### src/rtl/frame_readout_pkg.sv
// frame_readout_pkg: shared state encodings and byte constants for the frame readout controller.
package frame_readout_pkg;
    typedef enum logic [3:0] {
        IDLE, ARG_HI, ARG_LO, ARM, WAIT_LINE, HDR_SYNC, HDR_HI, HDR_LO,
        PIX_ADDR, PIX_SEND, NEXT_LINE, TRAILER, ERR
    } state_t;
    typedef enum logic [1:0] {TX_RDY, TX_DROP, TX_RISE} tx_state_t;
    localparam logic [7:0] CMD_FRAME = 8'h46;
    localparam logic [7:0] CMD_LINE = 8'h4C;
    localparam logic [7:0] CMD_ABORT = 8'h58;
    localparam logic [7:0] DEF_SYNC_BYTE = 8'hA5;
    localparam logic [7:0] DEF_END_BYTE = 8'h5A;
    localparam logic [7:0] DEF_ERR_BYTE = 8'hEE;
endpackage

### src/rtl/frame_readout_if.sv
// frame_readout_if: UART rx/tx, line buffer and status signals around the readout controller.
interface frame_readout_if #(parameter int H = 752, parameter int V = 480);
    localparam int AW = $clog2(H);
    localparam int LW = $clog2(V);
    logic [7:0] RX_DATA;
    logic RX_READY;
    logic [7:0] TX_DATA;
    logic TX_DATA_READY;
    logic TX_IDLE;
    logic LINE_READY;
    logic RESET_READY_FLAG;
    logic [LW-1:0] INTERESTING_LINE;
    logic [AW-1:0] READ_ADDRESS;
    logic [9:0] PIXEL_DATA;
    logic BUSY;
    modport master (
        input RX_DATA, RX_READY, TX_IDLE, LINE_READY, PIXEL_DATA,
        output TX_DATA, TX_DATA_READY, RESET_READY_FLAG, INTERESTING_LINE, READ_ADDRESS, BUSY
    );
    modport slave (
        output RX_DATA, RX_READY, TX_IDLE, LINE_READY, PIXEL_DATA,
        input TX_DATA, TX_DATA_READY, RESET_READY_FLAG, INTERESTING_LINE, READ_ADDRESS, BUSY
    );
endinterface

### src/rtl/frame_readout_ctrl_tx_byte_issuer.sv
// tx_byte_issuer: strobes one byte into uart_send, then waits for TX_IDLE to fall and rise again.
module tx_byte_issuer
    import frame_readout_pkg::*;
(
    input  logic       CLK,
    input  logic       RST,
    input  logic       i_req,
    input  logic [7:0] i_byte,
    input  logic       i_tx_idle,
    output logic [7:0] o_tx_data,
    output logic       o_tx_strobe,
    output logic       o_done,
    output logic       o_idle
);
    tx_state_t r_state, w_next;
    logic w_issue;
    always_comb begin
        w_issue = r_state == TX_RDY && i_req && i_tx_idle;
        w_next = w_issue ? TX_DROP :
                 (r_state == TX_DROP && !i_tx_idle) ? TX_RISE :
                 (r_state == TX_RISE && i_tx_idle) ? TX_RDY : r_state;
        o_done = r_state == TX_RISE && i_tx_idle;
        o_idle = r_state == TX_RDY;
    end
    always_ff @(posedge CLK) begin
        if (!RST) begin
            r_state <= TX_RDY;
            o_tx_data <= 8'h00;
            o_tx_strobe <= 1'b0;
        end else begin
            r_state <= w_next;
            o_tx_strobe <= w_issue;
            if (w_issue) o_tx_data <= i_byte;
        end
    end
endmodule

### src/rtl/frame_readout_ctrl.sv
// frame_readout_ctrl: command-driven readout of line_buffer lines to uart_send with per-line headers and a trailer.
module frame_readout_ctrl
    import frame_readout_pkg::*;
#(
    parameter int H = 752,
    parameter int V = 480,
    parameter logic [7:0] SYNC_BYTE = DEF_SYNC_BYTE,
    parameter logic [7:0] END_BYTE = DEF_END_BYTE,
    parameter logic [7:0] ERR_BYTE = DEF_ERR_BYTE
) (
    input logic CLK,
    input logic RST,
    frame_readout_if.master bus
);
    localparam int AW = $clog2(H);
    localparam int LW = $clog2(V);
    localparam logic [AW-1:0] ADDR_LAST = AW'(H - 1);
    localparam logic [LW-1:0] LINE_LAST = LW'(V - 1);
    localparam logic [15:0] LINE_LIMIT = 16'(V);
    state_t r_state, w_next;
    logic r_rx_q, r_full, r_abort;
    logic [7:0] r_arg_hi;
    logic [LW-1:0] r_line;
    logic [AW-1:0] r_addr;
    logic w_byte_rx, w_abortable, w_send, w_req, w_stop, w_done, w_iss_idle;
    logic w_arg_ok, w_last_pix, w_more;
    logic [7:0] w_byte;
    logic [15:0] w_arg16, w_idx16;
    always_comb begin
        w_byte_rx = bus.RX_READY & ~r_rx_q;
        w_arg16 = {r_arg_hi, bus.RX_DATA};
        w_arg_ok = w_arg16 < LINE_LIMIT;
        w_idx16 = 16'(r_line);
        w_last_pix = r_addr == ADDR_LAST;
        w_more = r_line < LINE_LAST;
        w_abortable = r_state inside {ARM, WAIT_LINE, HDR_SYNC, HDR_HI, HDR_LO, PIX_ADDR, PIX_SEND};
        w_send = r_state inside {HDR_SYNC, HDR_HI, HDR_LO, PIX_SEND, TRAILER, ERR};
        // a pending abort blocks new strobes; the trailer waits until the in-flight byte is done
        w_req = w_send && !(r_abort && w_abortable);
        w_stop = r_abort && w_abortable && w_iss_idle;
        w_byte = r_state == HDR_SYNC ? SYNC_BYTE :
                 r_state == HDR_HI ? w_idx16[15:8] :
                 r_state == HDR_LO ? w_idx16[7:0] :
                 r_state == PIX_SEND ? 8'(bus.PIXEL_DATA >> 2) :
                 r_state == TRAILER ? END_BYTE : ERR_BYTE;
    end
    always_comb begin
        w_next = r_state;
        if (w_stop) w_next = TRAILER;
        else case (r_state)
            IDLE: w_next = !w_byte_rx ? IDLE :
                           bus.RX_DATA == CMD_FRAME ? ARM :
                           bus.RX_DATA == CMD_LINE ? ARG_HI : IDLE;
            ARG_HI: if (w_byte_rx) w_next = bus.RX_DATA == CMD_ABORT ? IDLE : ARG_LO;
            ARG_LO: if (w_byte_rx) w_next = bus.RX_DATA == CMD_ABORT ? IDLE : w_arg_ok ? ARM : ERR;
            ARM: w_next = WAIT_LINE;
            WAIT_LINE: if (bus.LINE_READY) w_next = HDR_SYNC;
            HDR_SYNC: if (w_done) w_next = HDR_HI;
            HDR_HI: if (w_done) w_next = HDR_LO;
            HDR_LO: if (w_done) w_next = PIX_ADDR;
            PIX_ADDR: w_next = PIX_SEND;
            PIX_SEND: if (w_done) w_next = w_last_pix ? NEXT_LINE : PIX_ADDR;
            NEXT_LINE: w_next = (r_full && w_more) ? ARM : TRAILER;
            TRAILER, ERR: if (w_done) w_next = IDLE;
            default: w_next = IDLE;
        endcase
    end
    always_ff @(posedge CLK) begin
        if (!RST) begin
            r_state <= IDLE;
            r_rx_q <= 1'b0;
            r_full <= 1'b0;
            r_abort <= 1'b0;
            r_arg_hi <= 8'h00;
            r_line <= '0;
            r_addr <= '0;
        end else begin
            r_state <= w_next;
            r_rx_q <= bus.RX_READY;
            if (r_state == IDLE) r_abort <= 1'b0;
            else if (w_byte_rx && bus.RX_DATA == CMD_ABORT && w_abortable) r_abort <= 1'b1;
            if (r_state == IDLE && w_byte_rx && bus.RX_DATA == CMD_FRAME) begin
                r_full <= 1'b1;
                r_line <= '0;
            end
            if (r_state == IDLE && w_byte_rx && bus.RX_DATA == CMD_LINE) r_full <= 1'b0;
            if (r_state == ARG_HI && w_byte_rx) r_arg_hi <= bus.RX_DATA;
            if (r_state == ARG_LO && w_byte_rx && bus.RX_DATA != CMD_ABORT && w_arg_ok) r_line <= w_arg16[LW-1:0];
            if (r_state == PIX_SEND && w_done && !w_last_pix) r_addr <= r_addr + 1'b1;
            if (r_state == NEXT_LINE || r_state == IDLE) r_addr <= '0;
            if (r_state == NEXT_LINE && r_full && w_more) r_line <= r_line + 1'b1;
        end
    end
    assign bus.BUSY = r_state != IDLE;
    assign bus.RESET_READY_FLAG = r_state == IDLE || r_state == ARM;
    assign bus.INTERESTING_LINE = r_line;
    assign bus.READ_ADDRESS = r_addr;
    tx_byte_issuer u_tx (
        .CLK(CLK),
        .RST(RST),
        .i_req(w_req),
        .i_byte(w_byte),
        .i_tx_idle(bus.TX_IDLE),
        .o_tx_data(bus.TX_DATA),
        .o_tx_strobe(bus.TX_DATA_READY),
        .o_done(w_done),
        .o_idle(w_iss_idle)
    );
endmodule

### src/flat_wrapper.sv
// flat-port wrapper written by rule: the top's interface ports become plain ports
module frame_readout_ctrl_flat import frame_readout_pkg::*;
#(
    parameter int H = 752,
    parameter int V = 480,
    parameter logic [7:0] SYNC_BYTE = DEF_SYNC_BYTE,
    parameter logic [7:0] END_BYTE = DEF_END_BYTE,
    parameter logic [7:0] ERR_BYTE = DEF_ERR_BYTE
)
  (CLK, RST, bus_RX_DATA, bus_RX_READY, bus_TX_IDLE, bus_LINE_READY, bus_PIXEL_DATA, bus_TX_DATA, bus_TX_DATA_READY, bus_RESET_READY_FLAG, bus_INTERESTING_LINE, bus_READ_ADDRESS, bus_BUSY);
  frame_readout_if #(.H(H), .V(V)) bus_i ();
  input logic CLK;
  input logic RST;
  input wire logic [$bits(bus_i.RX_DATA)-1:0] bus_RX_DATA;
  input wire logic [$bits(bus_i.RX_READY)-1:0] bus_RX_READY;
  input wire logic [$bits(bus_i.TX_IDLE)-1:0] bus_TX_IDLE;
  input wire logic [$bits(bus_i.LINE_READY)-1:0] bus_LINE_READY;
  input wire logic [$bits(bus_i.PIXEL_DATA)-1:0] bus_PIXEL_DATA;
  output wire logic [$bits(bus_i.TX_DATA)-1:0] bus_TX_DATA;
  output wire logic [$bits(bus_i.TX_DATA_READY)-1:0] bus_TX_DATA_READY;
  output wire logic [$bits(bus_i.RESET_READY_FLAG)-1:0] bus_RESET_READY_FLAG;
  output wire logic [$bits(bus_i.INTERESTING_LINE)-1:0] bus_INTERESTING_LINE;
  output wire logic [$bits(bus_i.READ_ADDRESS)-1:0] bus_READ_ADDRESS;
  output wire logic [$bits(bus_i.BUSY)-1:0] bus_BUSY;
  assign bus_i.RX_DATA = bus_RX_DATA;
  assign bus_i.RX_READY = bus_RX_READY;
  assign bus_i.TX_IDLE = bus_TX_IDLE;
  assign bus_i.LINE_READY = bus_LINE_READY;
  assign bus_i.PIXEL_DATA = bus_PIXEL_DATA;
  assign bus_TX_DATA = bus_i.TX_DATA;
  assign bus_TX_DATA_READY = bus_i.TX_DATA_READY;
  assign bus_RESET_READY_FLAG = bus_i.RESET_READY_FLAG;
  assign bus_INTERESTING_LINE = bus_i.INTERESTING_LINE;
  assign bus_READ_ADDRESS = bus_i.READ_ADDRESS;
  assign bus_BUSY = bus_i.BUSY;
  frame_readout_ctrl #(.H(H), .V(V), .SYNC_BYTE(SYNC_BYTE), .END_BYTE(END_BYTE), .ERR_BYTE(ERR_BYTE)) u_core (.CLK(CLK), .RST(RST), .bus(bus_i));
endmodule
### config.mk
export PLATFORM = sky130hd
export DESIGN_NAME = frame_readout_ctrl_flat
export DESIGN_NICKNAME = d
export VERILOG_FILES = /design/src/rtl/frame_readout_pkg.sv /design/src/rtl/frame_readout_if.sv /design/src/rtl/frame_readout_ctrl_tx_byte_issuer.sv /design/src/rtl/frame_readout_ctrl.sv /design/src/flat_wrapper.sv
export SDC_FILE = /design/constraint.sdc
export NUM_CORES = 1
export LEC_CHECK = 0
export BUFFER_PORTS_ARGS = -buffer_cell sky130_fd_sc_hd__buf_2
export CORE_MARGIN = 2
export CORE_UTILIZATION = 55
export DETAILED_ROUTE_END_ITERATION = 7
export HOLD_SLACK_MARGIN = 0.06
export PLACE_DENSITY_LB_ADDON = 0.25
export SLEW_MARGIN = 20
export SYNTH_ARGS = -nofsm -noshare
export SYNTH_HDL_FRONTEND = slang
export SYNTH_SLANG_ARGS = --single-unit
### constraint.sdc
create_clock -name CLK -period 3.3 [get_ports CLK]
set_clock_uncertainty 0.2 [all_clocks]
set_input_delay 0.99 -clock CLK [delete_from_list [all_inputs] [get_ports CLK]]
set_output_delay 0.99 -clock CLK [all_outputs]
set_load 0.01 [all_outputs]
==> metrics.cfg <==
[floorplanning]
core_mm2=0.00466
ioPinCount=53
rows=25
dieWidth_um=73.1
initial_utilization_pct=56.3
die_h_um=73.1
fp.dieArea_mm2=0.00534

[power]
ir_drop_uv=313
powerDensity_mw_per_mm2=564
p_total_mw=1.70
leakage_nw=1.25

[clock_tree]
clk_pin_slew_worst_paths_ns=0.09
cts_tree=yes
h-tree-depth=2
cts_hold_buf=0
clk-insertion-delay-late_ns=0.31
cts_setup_buffers=0
cts_sinks=45
cts_buffer_depth=2
cts_resized=0
cts_buffers=5
clk_root_buffer_cell=clkbuf_8

[global_routing]
antenna_found_initial=0
grt_pass1_wl_mm=10.8
grt_pass1_vias=2232
grt_overflow=0
grt_use_total_pct=25.6
grt_max_degree=17

[detailed_routing]
wl_per_cell_um=16.0
ant_nets=0
drtIter0Drc=255
firstDrtPassIters=5
via_count=2536
vias_per_cell=6.08
totalWireLength_mm=6.67
drc=0

[yosys]
yosys-top-cells-area=dfxtp_1 (34%), nor2_1 (5.0%), nand2_1 (4.2%)
syn-num-nets=342
synthesis.area_mm2=0.00262
ys_warn_count=0
synth_ff_type=dfxtp_1
synth-xor-area-share_pct=5.68
synth-compound-area-share_pct=22.4
muxShareOfSynthArea_pct=2.67
synth_cells=317
synth_edf_count=0
synthSimpleGateAreaFrac_pct=29.8
synth_top_cell_by_area=dfxtp_1
synthArstFlopShare_pct=0
synth_top_area_share_pct=34.4
synth.distinct_cells=61
ys_seq_area_share_pct=34.4
synth.most_common_cell=dfxtp_1
synth_adder_area_share_pct=0.954
synth_seq_cells=45
synth_top_family_by_area=simple AND/OR/NAND/NOR gates
synth_common_cells=dfxtp_1 (45), nor2_1 (35), nand2_1 (29), nand3_1 (15), o21ai_0 (14)
synth_area_per_cell_um2=8.27

[sta]
rsz0062_at_grt=false
slew_violations=0
clock.fmax_mhz=348
fin_crit_ns=2.87
setup_tns_ns=0
slew_headroom_pct=36.3
whs_ns=0.268
finalHoldViolCount=0
period_share_pct=87.0
setup_viol=0
tightestPinTransition_ns=0.945

[critical_path]
start_kind=flop
crit_type=reg2out
cp_data_arrival_time_ns=1.68
required_ns=2.11
path_max_fanout=13
endpoint_kind=primary output

[finish]
nets=387
drive_gt1_share_pct=20.7
area_growth_pct=15.1
final_cells=417
antenna-diode-count=0
multiInputGateArea_mm2=0.00161
final_area_mm2=0.00302
fillerInstances=407
seq_area_um2=901

[placement]
dpl_cell_area_mm2=0.00290
hpwl_mm=4.74
dp_cells=409
place_congestion=0.931
numPortBuffers=50

[run_status]
status=finished clean

[run]
maxCapViolCount=0

[hold_path]
min_path_type=reg2reg

## state kept, by name, summed over array words and instances, names as in the netlist
name                         count
u_core.bus.READ_ADDRESS         10
u_core.bus.INTERESTING_LINE      9
u_core.r_arg_hi                  8
u_core.u_tx.o_tx_data            8
u_core.r_state                   4
u_core.u_tx.r_state              2
u_core.r_abort                   1
u_core.r_full                    1
u_core.r_rx_q                    1
u_core.u_tx.o_tx_strobe          1
## cell type report
type | instances | area share (%)
Multi-Input combinational cell | 246 | 53.5
Timing Repair Buffer | 55 | 9.53
Sequential cell | 45 | 29.8
Inverter | 9 | 1.12
Clock buffer | 5 | 2.28
Clock inverter | 3 | 1.53
Tap cell | 54 | 2.24
## where the power goes
group          leakage (nW)  switching, mW  internal, mW
Clock                0.0543          0.202         0.227
Sequential            0.363         0.0748         0.580
Combinational         0.834          0.380         0.239
## cell families (layout without fill, tap and decap cells)
family	after synthesis	count (layout)
buffers and inverters	26	72
and+or+nand+nor	141	141
AOI/OAI and AO/OA	79	79
muxes	7	7
DFF	45	45
xor gates and xnor gates	17	17
adders and majority gates	2	2
## routing by layer
layer	up-vias	track usage (%)	routed length, um
li1	1264	-	-
met1	1181	36.2	3160
met2	84	40.2	3090
met3	7	4.56	358
met4	0	6.58	61
met5	-	0	0
## final timing paths
check | depth (start not counted) | from | endpoint | slack [ns]
min reg2reg | 1 | u_core.u_tx.o_tx_data[5] | u_core.u_tx.o_tx_data[5] | 0.27
max | 4 | u_core.r_state[0] | bus_RESET_READY_FLAG | 0.43
min | 1 | u_core.u_tx.o_tx_data[5] | u_core.u_tx.o_tx_data[5] | 0.27
max reg2reg | 5 | u_core.r_state[3] | u_core.u_tx.o_tx_data[0] | 0.67
## per-stage QoR
stage | setup slack (ns) | util, %
finish | 0.429 | 64.8
global route | 0.352 | 64.8
CTS | 0.444 | 64.8
detailed placement | 0.401 | 62.3
global placement | 0.425 | 62.3
floorplan | 0.630 | -
## layout by cell type (no fill, tap or decap), drive strengths merged, types with 9 or more instances in the layout
| master | instances |
|---|---|
| a21oi | 13 |
| nand2 | 29 |
| o21ai | 15 |
| inv | 9 |
| nand4 | 13 |
| xor2 | 11 |
| nand3 | 15 |
| nor2 | 35 |
| buf | 55 |
| dfxtp | 45 |
## critical path: stages, from the launching register on
cell and delay (ns):
dfxtp_1 0.45, buf_4 0.25, nor2b_1 0.38, nor4_1 0.11, buf_2 0.17
Power figures use the tool's default switching activity.
